--- src/rtl/load_store_unit.sv ---
// MEM-stage load/store unit: byte-addressed requests to a word-wide memory,
// with read-modify-write for sub-word stores and aligned/extended load data.
module load_store_unit #(
    parameter int MEM_WORDS = 1024,
    parameter int TIMEOUT   = 16
) (
    input  logic        clk,
    input  logic        rst,
    input  logic        clk_en,
    input  logic        req_valid,
    output logic        req_ready,
    input  logic        req_we,
    input  logic [2:0]  req_funct3,
    input  logic [31:0] req_addr,
    input  logic [31:0] req_wdata,
    output logic        rsp_valid,
    output logic [31:0] rsp_rdata,
    output logic        rsp_err,
    output logic [1:0]  rsp_cause,
    output logic [31:0] mem_addr,
    output logic [31:0] mem_wdata,
    output logic        mem_rd_en,
    output logic        mem_wr_en,
    input  logic [31:0] mem_rdata,
    input  logic        mem_ready
);

    localparam int CW = $clog2(TIMEOUT) + 1;

    typedef enum logic [1:0] {IDLE, RD, WR, RESP} state_t;

    state_t        state_q, state_d;
    logic [31:0]   addr_q, addr_d;
    logic [31:0]   wdata_q, wdata_d;
    logic [31:0]   word_q, word_d;
    logic [31:0]   rdata_q, rdata_d;
    logic          we_q, we_d;
    logic [2:0]    f3_q, f3_d;
    logic [CW-1:0] cnt_q, cnt_d;
    logic          err_q, err_d;
    logic [1:0]    cause_q, cause_d;

    logic          bad;
    logic          oor;
    logic [7:0]    ld_byte;
    logic [15:0]   ld_half;
    logic [31:0]   ld_ext;
    logic [31:0]   merged;

    // Width/alignment legality of the incoming request
    always_comb begin
        bad = 1'b1;
        unique case (req_funct3)
            3'b000:         bad = 1'b0;
            3'b001:         bad = req_addr[0];
            3'b010:         bad = |req_addr[1:0];
            3'b100, 3'b101: bad = req_we | (req_funct3[0] & req_addr[0]);
            default:        bad = 1'b1;
        endcase
    end

    assign oor = (req_addr >> 2) >= 32'(MEM_WORDS);

    always_comb begin
        ld_byte = mem_rdata[7:0];
        unique case (addr_q[1:0])
            2'd0: ld_byte = mem_rdata[7:0];
            2'd1: ld_byte = mem_rdata[15:8];
            2'd2: ld_byte = mem_rdata[23:16];
            2'd3: ld_byte = mem_rdata[31:24];
        endcase
        ld_half = addr_q[1] ? mem_rdata[31:16] : mem_rdata[15:0];
        ld_ext = mem_rdata;
        unique case (f3_q)
            3'b000:  ld_ext = {{24{ld_byte[7]}}, ld_byte};
            3'b100:  ld_ext = {24'd0, ld_byte};
            3'b001:  ld_ext = {{16{ld_half[15]}}, ld_half};
            3'b101:  ld_ext = {16'd0, ld_half};
            default: ld_ext = mem_rdata;
        endcase
    end

    // Sub-word store data spliced into the word just read
    always_comb begin
        merged = mem_rdata;
        if (f3_q[0]) begin
            merged = addr_q[1] ? {wdata_q[15:0], mem_rdata[15:0]}
                               : {mem_rdata[31:16], wdata_q[15:0]};
        end else begin
            unique case (addr_q[1:0])
                2'd0: merged = {mem_rdata[31:8], wdata_q[7:0]};
                2'd1: merged = {mem_rdata[31:16], wdata_q[7:0],
                                mem_rdata[7:0]};
                2'd2: merged = {mem_rdata[31:24], wdata_q[7:0],
                                mem_rdata[15:0]};
                2'd3: merged = {wdata_q[7:0], mem_rdata[23:0]};
            endcase
        end
    end

    always_comb begin
        state_d = state_q;
        addr_d  = addr_q;
        wdata_d = wdata_q;
        word_d  = word_q;
        rdata_d = rdata_q;
        we_d    = we_q;
        f3_d    = f3_q;
        cnt_d   = cnt_q;
        err_d   = err_q;
        cause_d = cause_q;
        unique case (state_q)
            IDLE: begin
                if (req_valid) begin
                    addr_d  = req_addr;
                    wdata_d = req_wdata;
                    we_d    = req_we;
                    f3_d    = req_funct3;
                    cnt_d   = '0;
                    rdata_d = '0;
                    err_d   = 1'b0;
                    cause_d = 2'd0;
                    if (bad) begin
                        err_d   = 1'b1;
                        cause_d = 2'd1;
                        state_d = RESP;
                    end else if (oor) begin
                        err_d   = 1'b1;
                        cause_d = 2'd2;
                        state_d = RESP;
                    end else if (!req_we || req_funct3[1:0] != 2'b10) begin
                        state_d = RD;
                    end else begin
                        word_d  = req_wdata;
                        state_d = WR;
                    end
                end
            end
            RD: begin
                cnt_d = cnt_q + CW'(1);
                if (mem_ready) begin
                    if (!we_q) begin
                        rdata_d = ld_ext;
                        state_d = RESP;
                    end else begin
                        word_d  = merged;
                        state_d = WR;
                    end
                end else if (cnt_q == CW'(TIMEOUT - 1)) begin
                    err_d   = 1'b1;
                    cause_d = 2'd3;
                    state_d = RESP;
                end
            end
            WR:   state_d = RESP;
            RESP: state_d = IDLE;
        endcase
    end

    always_ff @(posedge clk or posedge rst) begin
        if (rst) begin
            state_q <= IDLE;
            addr_q  <= '0;
            wdata_q <= '0;
            word_q  <= '0;
            rdata_q <= '0;
            we_q    <= 1'b0;
            f3_q    <= '0;
            cnt_q   <= '0;
            err_q   <= 1'b0;
            cause_q <= '0;
        end else if (clk_en) begin
            state_q <= state_d;
            addr_q  <= addr_d;
            wdata_q <= wdata_d;
            word_q  <= word_d;
            rdata_q <= rdata_d;
            we_q    <= we_d;
            f3_q    <= f3_d;
            cnt_q   <= cnt_d;
            err_q   <= err_d;
            cause_q <= cause_d;
        end
    end

    assign req_ready = (state_q == IDLE);
    assign rsp_valid = (state_q == RESP);
    assign mem_rd_en = (state_q == RD);
    assign mem_wr_en = (state_q == WR);
    assign mem_addr  = {2'b00, addr_q[31:2]};
    assign mem_wdata = word_q;
    assign rsp_rdata = rdata_q;
    assign rsp_err   = err_q;
    assign rsp_cause = cause_q;

endmodule

--- config.mk ---
export PLATFORM = sky130hd
export DESIGN_NAME = load_store_unit
export DESIGN_NICKNAME = d
export VERILOG_FILES = /design/src/rtl/load_store_unit.sv
export SDC_FILE = /design/constraint.sdc
export NUM_CORES = 1
export LEC_CHECK = 0
export ABC_AREA = 1
export BUFFER_PORTS_ARGS = -buffer_cell sky130_fd_sc_hd__clkbuf_2
export CORE_MARGIN = 2
export CORE_UTILIZATION = 45
export DETAILED_ROUTE_END_ITERATION = 10
export HOLD_SLACK_MARGIN = 0.1
export PLACE_DENSITY_LB_ADDON = 0.1
export SETUP_SLACK_MARGIN = 0.2
export SLEW_MARGIN = 0
export SYNTH_ARGS = -nofsm -noshare
export SYNTH_HDL_FRONTEND = slang
export SYNTH_SLANG_ARGS = --single-unit
--- constraint.sdc ---
create_clock -name clk -period 9.8 [get_ports clk]
set_input_delay 1.96 -clock clk [delete_from_list [all_inputs] [get_ports clk]]
set_output_delay 1.96 -clock clk [all_outputs]
set_load 0.02 [all_outputs]
# ---- After elaboration in Yosys (flattened, before gate mapping)
# Index checks and enable logic that the tools add are counted.
dict set report totals {
  regBits 126
  output_inout_bits 103
  wordCells 93
}
dict set report op_classes {
  n_addsub 1
  n_lt_le_gt_ge 1
  eq_ne 25
  mux 39
  bitwise 2
  reduce_logical 15
}
# cell count
set op_table {}
lappend op_table {{2-to-1 mux 32 bit} 11}
lappend op_table {{case mux 32 bit (4 select lines)} 2}
lappend op_table {{case mux 32 bit (2 select lines)} 2}
lappend op_table {{case mux 8 bit (4 select lines)} 1}
lappend op_table {{greater-or-equal comparator 30 x 11 -> 1 bit, second input constant} 1}
lappend op_table {{2-to-1 mux 2 bit} 10}
lappend op_table {{2-to-1 mux 16 bit} 1}
lappend op_table {{!= test 2 bit, second input constant} 7}
lappend op_table {{equality test 3 bit, second input constant} 4}
lappend op_table {{case mux 5 bit (2 select lines)} 1}
lappend op_table {{AND reduction 5 bit} 2}
lappend op_table {{AND reduction 3 bit} 3}
lappend op_table {{equality test 2 bit, second input constant} 4}
lappend op_table {{case mux 2 bit (4 select lines)} 1}
lappend op_table {{AND reduction 8 bit} 1}
lappend op_table {{equality test 3 x 1 -> 1 bit, second input constant} 2}
lappend op_table {{logical NOT 3 bit} 2}
lappend op_table {{2-to-1 mux 1 bit} 6}
lappend op_table {{!= test 2 x 1 -> 1 bit, second input constant} 3}
lappend op_table {{adder 5 x 1 -> 5 bit, second input constant} 1}
lappend op_table {{equality test 5 x 4 -> 1 bit, second input constant} 1}
lappend op_table {{2-to-1 mux 5 bit} 1}
lappend op_table {{equality test 2 x 1 -> 1 bit, second input constant} 2}
lappend op_table {{logical NOT 2 bit} 2}
lappend op_table {{11 further kinds} 12}

# ---- Logic depth before layout (Yosys ltp)
dict set report depth {
  ltp_word 7
  ltp_mapped 12
}

# ---- Worst setup path after synthesis
# No wires, ideal clock.
dict set report synth_timing {
  path_type {input-to-reg}
  startpoint {in req_addr[0]}
  endpoint {reg word_q[0] (netlist: mem_wdata[0])}
  t_arrival_ps 2867
  setup_slack_ps 6816
  path_stages 7
  path_cell_list {o21ai_0 -> nand3_1 -> a21oi_4 -> nand3_4 -> buf_6 -> nand2_1 -> nand2_1}
}
dict set report synth_via {
  elab_chain_cells 5
}
# item line
set synth_rtl {}
lappend synth_rtl {{start, declared} 14} ;# input logic [31:0] req_addr,
lappend synth_rtl {{AND 1 bit} 57} ;# 3'b100, 3'b101: bad = req_we | (req_funct3[0] & req_addr[0]);
lappend synth_rtl {{bitwise OR 1 bit} 57}
lappend synth_rtl {{case mux 1 bit (4 select lines) *} 53} ;# unique case (req_funct3)
lappend synth_rtl {{!= test 2 bit (no line) *} --}
lappend synth_rtl {{AND reduction 8 bit (no line) *} --}
lappend synth_rtl {{end signal, assigned} 176} ;# word_q <= word_d;
lappend synth_rtl {{end, declared} 35} ;# logic [31:0] word_q, word_d;
# Mark *: on every way between the ends. The rest lies on a longest branch, timed or not.
# A chain may end at the register's enable or synchronous reset.

# ---- Final worst setup path
dict set report layout_timing {
  startpoint {in req_funct3[1]}
  endpoint {reg word_q[1] (netlist: mem_wdata[1])}
}
dict set report layout_via {
  elab_chain_cells 5
}
# item line
set layout_rtl {}
lappend layout_rtl {{start, declared} 13} ;# input logic [2:0] req_funct3,
lappend layout_rtl {{equality test 3 bit} 53}
lappend layout_rtl {{OR reduction 2 bit} 53}
lappend layout_rtl {{case mux 1 bit (4 select lines)} 53}
lappend layout_rtl {{!= test 2 bit (no line)} --}
lappend layout_rtl {{AND reduction 8 bit (no line) *} --}
# Marked as above.

==> impl_metrics.ini <==
[outcome]
status = completed

[power]
seqPwrFrac = 0.301
clkPwrFrac = 0.199
p_leak_nw = 4.97
ir_drop_mv = 0.159
combPwrFrac = 0.500
p_switching_mw = 1.51
internal_power_mw = 1.63
p_per_area_mw_per_mm2 = 355
power.share.switching = 0.481

[routing]
routed-via-count = 7352
dr.pass1.iters = 5
drc = 0
wl_per_cell_um = 15.7
drt_iter0_drc = 559
vias_per_cell = 5.12
drtAntennaViolNets = 0
wl_um = 22500

[global_route]
overflow = 0
grt_max_degree = 89
grt_usage = 0.259
antenna_found_initial = 1
grt_pass1_wl_um = 35900
grt_pass1_vias = 6884

[synthesis]
avgSynthCellArea_sq_um = 6.97
ys_seq_area_frac = 0.424
synth_flop_cell = dfrtp_1
syn-cell-area_sq_mm = 0.00743
yosys_warnings = 0
syn_inst = 1066
synth_top_area_frac = 0.424
yosys.area.top_type = dfrtp_1
synthDistinctLibCells = 32
ys_ff_latch = 126
synth_area_leaders = dfrtp_1, nand2_1, nand3_1
synthArstFlopShare = 1.00
synth-edff-count = 0

[clocking]
cts.sinks = 126
root_buffer = clkbuf_16
cts-buffers-inserted = 17
clock_latency_ps = 420
cts_max_level = 4
cts_resized = 0
hold_buffers = 0
path_clk_slew_ps = 60
post-cts-setup-buffers = 0
cts.path.max_buffers = 2
cts_tree = built

[sta]
period_minus_slack_ps = 3680
timing.slew.headroom = 0.228
skew_ps = 6.61
worstMarginPinSlew_ps = 1160
totalNegativeSetupSlack_ps = 0
slew_viol_final = 0
fmax_mhz = 271
timing.final.crit_share = 0.376
setup_viol = 0
rsz0062_at_grt = false
finalHoldViolCount = 0

[worst_setup_path]
critPathKind = in2reg
regToRegEndpoint = mem_wdata[1]
crit_path_start_kind = input pin
rr_startpoint = state_q[1]
worstSetupEndpointType = register
worstPathMaxFanout = 33
worst_r2r_path_depth = 10
crit_path_end = mem_wdata[1]
crit_arrival_ps = 3990
critical_path.startpoint = req_funct3[1]
crit_required_ps = 10110
reg2reg_slack_ps = 6420

[final_layout]
antennaDiodeCount = 0
utilization = 0.551
layout_commonest_cell = nand2_1
most-common-layout-cells = nand2_1, clkbuf_2, dfrtp_1
design_area_sq_mm = 0.00882
area_delta_synth_final_pct = 18.7
nNetsFinal = 1317
drive_gt1_frac = 0.214

[floorplan]
std_cell_rows = 46
die_h_um = 133
start_util = 0.465
die_w_um = 133
die_area_sq_mm = 0.0176
pin_count = 208
coreArea_sq_mm = 0.0160

[run]
drv_cap = 0

[placed_design]
io_buffers = 205
place_area_sq_mm = 0.00823
dp_hpwl_um = 16200
gp_congestion = 0.922

[hold_path]
hold_class = reg2reg
## cell families (layout without fill, tap and decap cells)
family | after synthesis | count (layout) | share of synthesized area
other cells | 1 | 2 | 0.000504
flops | 126 | 126 | 0.424
mux | 1 | 1 | 0.00135
simple gates | 632 | 632 | 0.353
compound gates | 135 | 135 | 0.0991
fa+ha+maj | 6 | 6 | 0.0101
buf+inv | 165 | 317 | 0.112
## power by group through the flow
| stage | Combinational, mW | Clock (mW) | Sequential, mW |
|---|---|---|---|
| 5_1_grt | 1.76 | 0.654 | 0.977 |
| 3_3_place_gp | 1.55 | 0 | 0.947 |
| 2_1_floorplan | 1.14 | 0 | 1.03 |
| 3_5_place_dp | 1.57 | 0 | 0.944 |
| 4_1_cts | 1.57 | 0.630 | 0.943 |
| 6_report | 1.57 | 0.623 | 0.944 |
## per-layer routing
metal / vias up / share of wire / global-route usage / wire, um
met4: 0 / 0.027 / 0.105 / 617
li1: 3639 / - / - / -
met1: 3366 / 0.43 / 0.345 / 9660
met2: 307 / 0.46 / 0.403 / 10300
met5: - / 0 / 0 / 0
met3: 40 / 0.085 / 0.0697 / 1910
## flip-flops by register name, summed over array words and instances (netlist names)
| signal | flops |
|---|---|
| addr_q | 32 |
| cnt_q | 5 |
| f3_q | 3 |
| mem_wdata | 32 |
| rsp_cause | 2 |
| rsp_err | 1 |
| rsp_rdata | 32 |
| state_q | 2 |
| wdata_q | 16 |
| we_q | 1 |
## worst min-delay path by stage
stage	start	endpoint	slack (ps)	cells past startpoint
3_5_place_dp	mem_wdata[20]	mem_wdata[20]	460	2
4_1_cts	mem_wdata[20]	mem_wdata[20]	470	2
5_1_grt	mem_wdata[9]	mem_wdata[9]	490	2
3_3_place_gp	mem_wdata[7]	mem_wdata[7]	460	2
2_1_floorplan	addr_q[10]	addr_q[10]	450	2
6_report	mem_wdata[23]	mem_wdata[23]	470	2
## through the flow
| stage | instances | setup slack [ps] | power [mW] | hold WS (ps) |
|---|---|---|---|---|
| floorplan | 1067 | 4480 | 2.16 | 450 |
| global placement | 1403 | 5760 | 2.49 | 458 |
| detailed placement | 1403 | 5680 | 2.51 | 459 |
| CTS | 1435 | 6110 | 3.14 | 473 |
| global route | 1435 | 5790 | 3.39 | 494 |
| finish | 1435 | 6120 | 3.13 | 468 |
## Yosys cell counts, types with 3 or more instances
library cell / n
nand3_1: 104
buf_1: 6
nand3_2: 3
buf_6: 5
inv_1: 70
o21ai_0: 71
a21oi_1: 39
nor3_1: 4
inv_2: 5
buf_2: 21
buf_4: 39
dfrtp_1: 126
clkbuf_1: 19
nand4_1: 11
nand2_1: 460
o211ai_1: 15
ha_1: 6
o22ai_1: 5
nor2_1: 41
## worst max-delay path: stages
cell and delay [ps]:
clkbuf_2 100, o21ai_0 150, nand3_1 250, a21oi_4 760, nand3_4 510, nand2_1 180
nand2_1 60
## final cells by class
class / instances / area, sq um
Multi-Input combinational cell: 776 / 3460
Clock buffer: 24 / 512
Timing Repair Buffer: 210 / 1060
Clock inverter: 8 / 78.8
Tap cell: 216 / 270
Inverter: 75 / 284
Fill cell: 1696 / 7180
Sequential cell: 126 / 3150
No activity file was read; power rests on OpenSTA's default activity.
